--- config.mk ---
export PLATFORM = sky130hd
export DESIGN_NAME = arithmetic_decoder_flat
export DESIGN_NICKNAME = d
export VERILOG_FILES = /design/src/rtl/arith_dec_pkg.sv /design/src/rtl/arithmetic_decoder_if.sv /design/src/rtl/arith_dec_normalize.sv /design/src/rtl/arithmetic_decoder.sv /design/src/flat_wrapper.sv
export SDC_FILE = /design/constraint.sdc
export NUM_CORES = 1
export LEC_CHECK = 0
export CAP_MARGIN = 10
export CORE_UTILIZATION = 50
export DETAILED_ROUTE_END_ITERATION = 8
export PLACE_DENSITY = 0.79
export RECOVER_POWER = 50
export SETUP_SLACK_MARGIN = 0.02
export SLEW_MARGIN = 40
export SYNTH_ARGS = -nofsm -noshare
export SYNTH_HDL_FRONTEND = slang
export SYNTH_HIERARCHICAL = 1
export SYNTH_SLANG_ARGS = --single-unit
--- constraint.sdc ---
create_clock -name general_clk -period 18.2 [get_ports general_clk]
set_input_delay 4.55 -clock general_clk [delete_from_list [all_inputs] [get_ports general_clk]]
set_output_delay 4.55 -clock general_clk [all_outputs]
set_load 0.01 [all_outputs]
--- src/rtl/arith_dec_pkg.sv ---
// arith_dec_pkg: shared types and constants for the arithmetic_decoder slice.
//   dec_state_e   : decoder FSM states (initial fill, idle, symbol search, refill)
//   EC_PROB_SHIFT : probability / icdf down-shift before the range multiply
//   EC_MIN_PROB   : minimum per-symbol probability offset
//   DIF_INIT      : dif window reset value, 2^(W-1)-1 for W = 32
//   CNT_INIT      : bit-count reset value
package arith_dec_pkg;

  typedef enum logic [1:0] {
    StInitFill,
    StIdle,
    StSearch,
    StRefill
  } dec_state_e;

  localparam int unsigned EC_PROB_SHIFT = 6;
  localparam int unsigned EC_MIN_PROB   = 4;
  localparam logic [31:0] DIF_INIT      = 32'h7FFF_FFFF;
  localparam int          CNT_INIT      = -15;

endpackage

--- src/rtl/arithmetic_decoder_if.sv ---
// arithmetic_decoder_if: handshake bundle between the decoder and its neighbours.
//   in_*    : bitstream byte source (in_last marks the final byte)
//   req_*   : symbol request from the syntax logic (alphabet size, boolean mode, probability)
//   icdf*   : inverse-CDF entry stream, entry 0 first
//   sym*    : decoded symbol with one-cycle strobe
// Modports: master = requester/byte-source side, slave = decoder side.
interface arithmetic_decoder_if #(
  parameter int unsigned RANGE_WIDTH  = 16,
  parameter int unsigned SYMBOL_WIDTH = 4
);

  logic [7:0]              in_byte;
  logic                    in_valid;
  logic                    in_ready;
  logic                    in_last;
  logic                    req_valid;
  logic                    req_ready;
  logic [SYMBOL_WIDTH:0]   req_nsyms;
  logic                    req_bool;
  logic [RANGE_WIDTH-1:0]  req_f;
  logic [15:0]             icdf;
  logic                    icdf_valid;
  logic                    icdf_ready;
  logic [SYMBOL_WIDTH-1:0] sym;
  logic                    sym_valid;

  modport master (
    output in_byte, in_valid, in_last, req_valid, req_nsyms, req_bool, req_f, icdf, icdf_valid,
    input  in_ready, req_ready, icdf_ready, sym, sym_valid
  );

  modport slave (
    input  in_byte, in_valid, in_last, req_valid, req_nsyms, req_bool, req_f, icdf, icdf_valid,
    output in_ready, req_ready, icdf_ready, sym, sym_valid
  );

endinterface

--- src/rtl/arith_dec_normalize.sv ---
// arith_dec_normalize: combinational range renormalization after a decision.
//   i_r   : new (unnormalized) range, never zero
//   i_dif : dif window after the decision subtraction
//   i_cnt : bit count before renormalization
//   o_rng : i_r shifted so its msb sits at bit RANGE_WIDTH-1
//   o_dif : ((i_dif + 1) << d) - 1, i.e. ones shifted in from the bottom
//   o_cnt : i_cnt - d
module arith_dec_normalize #(
  parameter int unsigned RANGE_WIDTH = 16,
  parameter int unsigned DIF_WIDTH   = 32,
  parameter int unsigned CNT_WIDTH   = 6
) (
  input  logic [RANGE_WIDTH-1:0]      i_r,
  input  logic [DIF_WIDTH-1:0]        i_dif,
  input  logic signed [CNT_WIDTH-1:0] i_cnt,
  output logic [RANGE_WIDTH-1:0]      o_rng,
  output logic [DIF_WIDTH-1:0]        o_dif,
  output logic signed [CNT_WIDTH-1:0] o_cnt
);

  localparam int unsigned DW = $clog2(RANGE_WIDTH);

  logic [DW-1:0]        w_d;
  logic [DIF_WIDTH-1:0] w_dif_inc;

  // Leading-zero count; the highest set bit wins because it is visited last.
  always_comb begin
    w_d = DW'(RANGE_WIDTH - 1);
    for (int i = 0; i < int'(RANGE_WIDTH); i++) begin
      if (i_r[i]) begin
        w_d = DW'(int'(RANGE_WIDTH) - 1 - i);
      end
    end
  end

  assign w_dif_inc = i_dif + DIF_WIDTH'(1);
  assign o_rng     = i_r << w_d;
  assign o_dif     = (w_dif_inc << w_d) - DIF_WIDTH'(1);
  assign o_cnt     = i_cnt - CNT_WIDTH'(w_d);

endmodule

--- src/rtl/arithmetic_decoder.sv ---
// arithmetic_decoder: AV1-compatible multi-symbol range decoder (Q15 dif/rng/cnt state).
//   general_clk : clock
//   reset       : synchronous active-high reset, restarts the initial fill
//   bus         : arithmetic_decoder_if.slave (byte input, request, icdf stream, symbol out)
//   RNG_OUTPUT  : current rng (debug)
//   DIF_OUTPUT  : current dif window (debug)
//   CNT_OUTPUT  : current signed bit count (debug)
// Optional feature macro ARITH_DEC_BOOL_EN: single-cycle boolean decode from req_f when
// req_bool is set. Without it req_bool/req_f are ignored and every request is multi-symbol.
module arithmetic_decoder
  import arith_dec_pkg::*;
#(
  parameter int unsigned RANGE_WIDTH  = 16,
  parameter int unsigned DIF_WIDTH    = 32,
  parameter int unsigned SYMBOL_WIDTH = 4,
  parameter int unsigned CNT_WIDTH    = 6
) (
  input  logic                   general_clk,
  input  logic                   reset,
  arithmetic_decoder_if.slave    bus,
  output logic [RANGE_WIDTH-1:0] RNG_OUTPUT,
  output logic [DIF_WIDTH-1:0]   DIF_OUTPUT,
  output logic [CNT_WIDTH-1:0]   CNT_OUTPUT
);

  localparam int unsigned ProbW = 16 - EC_PROB_SHIFT;
  localparam int unsigned ProdW = (RANGE_WIDTH - 8) + ProbW;
  localparam logic signed [CNT_WIDTH-1:0] CntFillDone = CNT_WIDTH'(DIF_WIDTH - 24);
  localparam logic [RANGE_WIDTH-1:0] RngInit = {1'b1, {(RANGE_WIDTH - 1){1'b0}}};

  dec_state_e                   r_state, w_state_d;
  logic [RANGE_WIDTH-1:0]       r_rng, w_rng_d;
  logic [DIF_WIDTH-1:0]         r_dif, w_dif_d;
  logic signed [CNT_WIDTH-1:0]  r_cnt, w_cnt_d;
  logic                         r_eos, w_eos_d;
  logic [SYMBOL_WIDTH-1:0]      r_sym, w_sym_d;
  logic                         r_sym_valid, w_sym_valid_d;
  logic [SYMBOL_WIDTH-1:0]      r_ret, w_ret_d;
  logic [SYMBOL_WIDTH-1:0]      r_n, w_n_d;
  logic [RANGE_WIDTH-1:0]       r_u, w_u_d;

  logic                         w_is_bool;
  logic [ProbW-1:0]             w_prob;
  logic [ProdW-1:0]             w_prod;
  logic [RANGE_WIDTH-1:0]       w_min_term;
  logic [RANGE_WIDTH-1:0]       w_v;
  logic [15:0]                  w_c;
  logic                         w_ge;
  logic                         w_take_lower;
  logic                         w_req_hs;
  logic                         w_icdf_hs;
  logic                         w_decide;
  logic [SYMBOL_WIDTH-1:0]      w_dec_sym;
  logic [RANGE_WIDTH-1:0]       w_r;
  logic [DIF_WIDTH-1:0]         w_dif_sub;
  logic [RANGE_WIDTH-1:0]       w_norm_rng;
  logic [DIF_WIDTH-1:0]         w_norm_dif;
  logic signed [CNT_WIDTH-1:0]  w_norm_cnt;
  logic                         w_fill_state;
  logic                         w_fill_step;
  logic [7:0]                   w_fill_byte;
  logic [CNT_WIDTH-1:0]         w_fill_shift;
  logic [DIF_WIDTH-1:0]         w_fill_dif;
  logic signed [CNT_WIDTH-1:0]  w_fill_cnt;
  logic                         w_unused_icdf_lsbs;

  assign w_req_hs  = (r_state == StIdle) && bus.req_valid;
  assign w_icdf_hs = bus.icdf_ready && bus.icdf_valid;
  assign w_unused_icdf_lsbs = ^bus.icdf[EC_PROB_SHIFT-1:0];

`ifdef ARITH_DEC_BOOL_EN
  logic                   r_is_bool;
  logic [RANGE_WIDTH-1:0] r_f;
  logic                   w_unused_f_lsbs;

  always_ff @(posedge general_clk) begin
    if (reset) begin
      r_is_bool <= 1'b0;
      r_f       <= '0;
    end else if (w_req_hs) begin
      r_is_bool <= bus.req_bool;
      r_f       <= bus.req_f;
    end
  end

  assign w_is_bool       = r_is_bool;
  assign w_prob          = r_is_bool ? r_f[RANGE_WIDTH-1:EC_PROB_SHIFT]
                                     : bus.icdf[15:EC_PROB_SHIFT];
  assign w_unused_f_lsbs = ^r_f[EC_PROB_SHIFT-1:0];
`else
  logic w_unused_bool;

  assign w_unused_bool = ^{bus.req_bool, bus.req_f};
  assign w_is_bool     = 1'b0;
  assign w_prob        = bus.icdf[15:EC_PROB_SHIFT];
`endif

  // v = ((rng >> 8) * (p >> 6) >> 1) + min-prob term; shared by both decode modes.
  assign w_prod     = ProdW'(r_rng[RANGE_WIDTH-1:8]) * ProdW'(w_prob);
  assign w_min_term = w_is_bool ? RANGE_WIDTH'(EC_MIN_PROB)
                                : RANGE_WIDTH'(EC_MIN_PROB) * RANGE_WIDTH'(r_n - r_ret);
  assign w_v        = RANGE_WIDTH'(w_prod >> 1) + w_min_term;

  // Comparing the top 16 dif bits with v equals comparing dif with v << (W-16).
  assign w_c  = r_dif[DIF_WIDTH-1 -: 16];
  assign w_ge = (w_c >= w_v);

  // Multi-symbol always keeps the interval below u_prev; boolean keeps it only for sym 0.
  assign w_take_lower = !w_is_bool || w_ge;
  assign w_r          = w_take_lower ? (r_u - w_v) : w_v;
  assign w_dif_sub    = w_take_lower ? (r_dif - {w_v, {(DIF_WIDTH - 16){1'b0}}}) : r_dif;
  assign w_dec_sym    = w_is_bool ? SYMBOL_WIDTH'(!w_ge) : r_ret;
  assign w_decide     = w_is_bool || (w_icdf_hs && (w_ge || (r_ret == r_n)));

  arith_dec_normalize #(
    .RANGE_WIDTH(RANGE_WIDTH),
    .DIF_WIDTH  (DIF_WIDTH),
    .CNT_WIDTH  (CNT_WIDTH)
  ) u_normalize (
    .i_r  (w_r),
    .i_dif(w_dif_sub),
    .i_cnt(r_cnt),
    .o_rng(w_norm_rng),
    .o_dif(w_norm_dif),
    .o_cnt(w_norm_cnt)
  );

  // After end of stream the fill keeps stepping once per cycle with zero bytes.
  assign w_fill_state = (r_state == StInitFill) || (r_state == StRefill);
  assign w_fill_step  = w_fill_state && (r_eos || bus.in_valid);
  assign w_fill_byte  = r_eos ? 8'h00 : bus.in_byte;
  assign w_fill_shift = $unsigned(CntFillDone - r_cnt);
  assign w_fill_dif   = r_dif ^ (DIF_WIDTH'(w_fill_byte) << w_fill_shift);
  assign w_fill_cnt   = r_cnt + CNT_WIDTH'(8);

  always_comb begin
    w_state_d     = r_state;
    w_rng_d       = r_rng;
    w_dif_d       = r_dif;
    w_cnt_d       = r_cnt;
    w_eos_d       = r_eos;
    w_sym_d       = r_sym;
    w_sym_valid_d = 1'b0;
    w_ret_d       = r_ret;
    w_n_d         = r_n;
    w_u_d         = r_u;
    case (r_state)
      StInitFill, StRefill: begin
        if (w_fill_step) begin
          w_dif_d = w_fill_dif;
          w_cnt_d = w_fill_cnt;
          if (!r_eos && bus.in_last) begin
            w_eos_d = 1'b1;
          end
          if (w_fill_cnt > CntFillDone) begin
            w_state_d = StIdle;
          end
        end
      end
      StIdle: begin
        if (bus.req_valid) begin
          w_state_d = StSearch;
          w_ret_d   = '0;
          w_n_d     = SYMBOL_WIDTH'(bus.req_nsyms - 1'b1);
          w_u_d     = r_rng;
        end
      end
      StSearch: begin
        if (w_decide) begin
          w_sym_d       = w_dec_sym;
          w_sym_valid_d = 1'b1;
          w_rng_d       = w_norm_rng;
          w_dif_d       = w_norm_dif;
          w_cnt_d       = w_norm_cnt;
          w_state_d     = w_norm_cnt[CNT_WIDTH-1] ? StRefill : StIdle;
        end else if (w_icdf_hs) begin
          w_u_d   = w_v;
          w_ret_d = r_ret + 1'b1;
        end
      end
      default: w_state_d = StInitFill;
    endcase
  end

  always_ff @(posedge general_clk) begin
    if (reset) begin
      r_state     <= StInitFill;
      r_rng       <= RngInit;
      r_dif       <= DIF_WIDTH'(DIF_INIT);
      r_cnt       <= CNT_WIDTH'(CNT_INIT);
      r_eos       <= 1'b0;
      r_sym       <= '0;
      r_sym_valid <= 1'b0;
      r_ret       <= '0;
      r_n         <= '0;
      r_u         <= '0;
    end else begin
      r_state     <= w_state_d;
      r_rng       <= w_rng_d;
      r_dif       <= w_dif_d;
      r_cnt       <= w_cnt_d;
      r_eos       <= w_eos_d;
      r_sym       <= w_sym_d;
      r_sym_valid <= w_sym_valid_d;
      r_ret       <= w_ret_d;
      r_n         <= w_n_d;
      r_u         <= w_u_d;
    end
  end

  assign bus.in_ready   = w_fill_state && !r_eos;
  assign bus.req_ready  = (r_state == StIdle);
  assign bus.icdf_ready = (r_state == StSearch) && !w_is_bool;
  assign bus.sym        = r_sym;
  assign bus.sym_valid  = r_sym_valid;

  assign RNG_OUTPUT = r_rng;
  assign DIF_OUTPUT = r_dif;
  assign CNT_OUTPUT = r_cnt;

endmodule
--- src/flat_wrapper.sv ---
// flat-port wrapper written by rule: the top's interface ports become plain ports
module arithmetic_decoder_flat import arith_dec_pkg::*;
#(
  parameter int unsigned RANGE_WIDTH  = 16,
  parameter int unsigned DIF_WIDTH    = 32,
  parameter int unsigned SYMBOL_WIDTH = 4,
  parameter int unsigned CNT_WIDTH    = 6
)
  (general_clk, reset, RNG_OUTPUT, DIF_OUTPUT, CNT_OUTPUT, bus_in_byte, bus_in_valid, bus_in_last, bus_req_valid, bus_req_nsyms, bus_req_bool, bus_req_f, bus_icdf, bus_icdf_valid, bus_in_ready, bus_req_ready, bus_icdf_ready, bus_sym, bus_sym_valid);
  arithmetic_decoder_if #(.RANGE_WIDTH(RANGE_WIDTH), .SYMBOL_WIDTH(SYMBOL_WIDTH)) bus_i ();
  input  logic general_clk;
  input  logic reset;
  output logic [RANGE_WIDTH-1:0] RNG_OUTPUT;
  output logic [DIF_WIDTH-1:0] DIF_OUTPUT;
  output logic [CNT_WIDTH-1:0] CNT_OUTPUT;
  input wire logic [$bits(bus_i.in_byte)-1:0] bus_in_byte;
  input wire logic [$bits(bus_i.in_valid)-1:0] bus_in_valid;
  input wire logic [$bits(bus_i.in_last)-1:0] bus_in_last;
  input wire logic [$bits(bus_i.req_valid)-1:0] bus_req_valid;
  input wire logic [$bits(bus_i.req_nsyms)-1:0] bus_req_nsyms;
  input wire logic [$bits(bus_i.req_bool)-1:0] bus_req_bool;
  input wire logic [$bits(bus_i.req_f)-1:0] bus_req_f;
  input wire logic [$bits(bus_i.icdf)-1:0] bus_icdf;
  input wire logic [$bits(bus_i.icdf_valid)-1:0] bus_icdf_valid;
  output wire logic [$bits(bus_i.in_ready)-1:0] bus_in_ready;
  output wire logic [$bits(bus_i.req_ready)-1:0] bus_req_ready;
  output wire logic [$bits(bus_i.icdf_ready)-1:0] bus_icdf_ready;
  output wire logic [$bits(bus_i.sym)-1:0] bus_sym;
  output wire logic [$bits(bus_i.sym_valid)-1:0] bus_sym_valid;
  assign bus_i.in_byte = bus_in_byte;
  assign bus_i.in_valid = bus_in_valid;
  assign bus_i.in_last = bus_in_last;
  assign bus_i.req_valid = bus_req_valid;
  assign bus_i.req_nsyms = bus_req_nsyms;
  assign bus_i.req_bool = bus_req_bool;
  assign bus_i.req_f = bus_req_f;
  assign bus_i.icdf = bus_icdf;
  assign bus_i.icdf_valid = bus_icdf_valid;
  assign bus_in_ready = bus_i.in_ready;
  assign bus_req_ready = bus_i.req_ready;
  assign bus_icdf_ready = bus_i.icdf_ready;
  assign bus_sym = bus_i.sym;
  assign bus_sym_valid = bus_i.sym_valid;
  arithmetic_decoder #(.RANGE_WIDTH(RANGE_WIDTH), .DIF_WIDTH(DIF_WIDTH), .SYMBOL_WIDTH(SYMBOL_WIDTH), .CNT_WIDTH(CNT_WIDTH)) u_core (.general_clk(general_clk), .reset(reset), .bus(bus_i), .RNG_OUTPUT(RNG_OUTPUT), .DIF_OUTPUT(DIF_OUTPUT), .CNT_OUTPUT(CNT_OUTPUT));
endmodule
==> results.sh <==
export IMPL_cts_hold_buf=0
export IMPL_num_vias=14800
export IMPL_violations="max-capacitance violations, max-slew violations"
export IMPL_period_minus_slack_ps=16150
export IMPL_fmax_mhz=61.9
export IMPL_routedWlPerCell_um=20.1
export IMPL_maxSlewHeadroom_pct=-134
export IMPL_cts_buffers=9
export IMPL_synth_seq_area_share_pct=11.9
export IMPL_cp_end_kind="flop"
export IMPL_gp_congestion=0.999
export IMPL_start_util_pct=51.3
export IMPL_hold_class="flop to flop"
export IMPL_cts_max_level=3
export IMPL_drcViolationCount=0
export IMPL_synthCells=1894
export IMPL_rows=61
export IMPL_synth_seq_cells=86
export IMPL_worstPathRequired_ps=18430
export IMPL_worstSkewPairLatency_ps=360
export IMPL_setup_violations=0
export IMPL_synth_edf_count=0
export IMPL_grt_max_degree=76
export IMPL_antenna_found_initial=0
export IMPL_worst_slew_pin_slew_ps=3520
export IMPL_cts_setup_buffers=0
export IMPL_multiInputGateArea_mm2=0.0116
export IMPL_vias_per_cell=6.53
export IMPL_grtUsageTotal_pct=30.6
export IMPL_cap_violations=4
export IMPL_grt_pass1_vias=13800
export IMPL_clock_root_buffer="clkbuf_16"
export IMPL_yosys_cell_types_count=124
export IMPL_area_delta_synth_final_pct=8.63
export IMPL_r2r_start="u_core/RNG_OUTPUT[14]"
export IMPL_hpwlAfterDp_um=34600
export IMPL_fin_tns_setup_ps=0
export IMPL_fin_skew_ps=17.4
export IMPL_dp_cells=2253
export IMPL_io_buffers=89
export IMPL_postRouteAntennaNets=0
export IMPL_grt_setup_unrepaired="no"
export IMPL_fill_cells=2649
export IMPL_hold_viol_final=0
export IMPL_fin_cells=2271
export IMPL_die_h_um=172
export IMPL_path_clk_slew_ps=80
export IMPL_io_pins=114
export IMPL_core_area_mm2=0.0281
export IMPL_wl_um=45700
export IMPL_syn_num_nets=2091
export IMPL_cts_resized=0
export IMPL_seq_area_mm2=0.00172
export IMPL_slowest_delay_ps=670
export IMPL_drtPass1Iterations=6
export IMPL_drt_iter0_drc=1687
export IMPL_diodes=0
export IMPL_ys_async_sr_fraction_pct=0
export IMPL_tritoncts="built"
export IMPL_status="complete, but fails checks"
export IMPL_die_area_mm2=0.0295
export IMPL_r2r_cells=41
export IMPL_clock_sinks=86
export IMPL_syn_area_per_cell_um2=7.61
export IMPL_chipWidth_um=172
export IMPL_grt_pass1_wl_um=71800
export IMPL_r2r_end="u_core/DIF_OUTPUT[31]"
export IMPL_r2r_slack_ps=6280
export IMPL_grt_remaining_overflow=0
export IMPL_slowest_stage="dlygate4sd3_1"
export IMPL_ys_warnings_count=6
export IMPL_start_kind="input pin"
export IMPL_syn_cell_area_mm2=0.0144
export IMPL_worstSetupPathType="input pin to flop"
export IMPL_post_route_period_util_pct=88.8
export IMPL_cp_arrival_ps=16390
export IMPL_clk_path_buf_depth=2
export IMPL_min_from="u_core/r_state[1]"
export IMPL_cp_endpoint="u_core/DIF_OUTPUT[31]"
export IMPL_drv_slew=126
export IMPL_synthFlopType="dfxtp_1"
export IMPL_crit_start="bus_icdf[7]"
export IMPL_utilization_pct=55.7
export IMPL_path_max_fanout=33
export IMPL_drive_above_1_share_pct=7.92
export IMPL_final_nets=2085
## layout by cell type, fill, tap and decap left out, drive strengths merged, types with 70 or more instances in the layout
| cell | count |
|---|---|
| xnor2 | 78 |
| and2 | 76 |
| nand2 | 126 |
| ha | 93 |
| dfxtp | 86 |
| a21oi | 141 |
| nor3 | 72 |
| o21ai | 96 |
| nand3 | 70 |
| inv | 124 |
| nor2 | 190 |
## registers in the layout, summed over array words and instances (netlist names)
name	cells
u_core/r_eos	1
u_core/r_n	4
u_core/RNG_OUTPUT	16
u_core/r_ret	4
u_core/bus.sym	4
u_core/r_u	16
u_core/DIF_OUTPUT	32
u_core/r_state	2
u_core/CNT_OUTPUT	6
u_core/bus.sym_valid	1
## critical path, delay by kind of cell
kind / cells / cell delay (ps)
buffers and inverters: 6 / 2040
xor gates and xnor gates: 4 / 930
and+or+nand+nor: 13 / 2750
adders and majority gates: 10 / 3990
AOI/OAI and AO/OA: 11 / 2100
## area by class of cell
type | instances | area share [%]
timing repair buffer | 107 | 6.81
clock inverter | 6 | 0.496
tap | 378 | 3.02
multi-input combinational | 1561 | 74.2
sequential | 86 | 11.0
clock buffer | 10 | 1.53
inverter | 123 | 2.99
## logic make-up after synthesis
kind of cell | share of synthesized area [%]
AND/OR/NAND/NOR | 25.0
AO/OA/AOI/OAI | 26.8
XOR/XNOR | 7.35
adder cells (fa/ha/maj) | 15.8
buffers and inverters | 7.94
flip-flops | 11.9
multiplexers | 5.16
## worst min path at each step
stage	end	cells past startpoint
after floorplan	u_core/r_state[1]	2
after global placement	u_core/r_state[1]	2
after detailed placement	u_core/r_state[1]	2
after CTS	u_core/r_state[1]	2
after global routing	u_core/r_state[1]	2
final	u_core/r_state[1]	2
## synth_stat cells (all sizes together) (28+ instances only)
master | count | share of area (%)
a211oi | 33 | 2.1
a21oi | 141 | 5.1
a22oi | 28 | 1.5
and2 | 76 | 3.3
buf | 72 | 3.3
clkbuf | 52 | 1.4
dfxtp | 86 | 12
fa | 52 | 7.2
ha | 93 | 8.1
inv | 122 | 3.2
mux2i | 66 | 4.6
nand2 | 126 | 3.3
nand3 | 70 | 2.5
nand4 | 34 | 1.8
nor2 | 190 | 5.2
nor3 | 72 | 2.6
o21ai | 96 | 3.5
xnor2 | 78 | 4.7
xor2 | 43 | 2.6
## metrics by stage
step	instance area, um2	worst slack [ps]	hold slack [ps]
floorplan	14400	4150	451
global placement	15200	1880	465
detailed placement	15300	1720	479
CTS	15600	2030	491
global route	15700	1470	515
finish	15700	2050	486
## routing by layer
metal / up-vias / GRT usage, % / part of all wire, %
li1: 6839 / - / -
met1: 6991 / 40.5 / 42
met2: 848 / 49.8 / 45
met3: 154 / 3.38 / 8.7
met4: 0 / 13.9 / 4.4
met5: - / 0 / 0
Power is left out: the tool's default activity adds up to more than one toggle a clock period on the data nets, which glitch-free logic cannot reach.
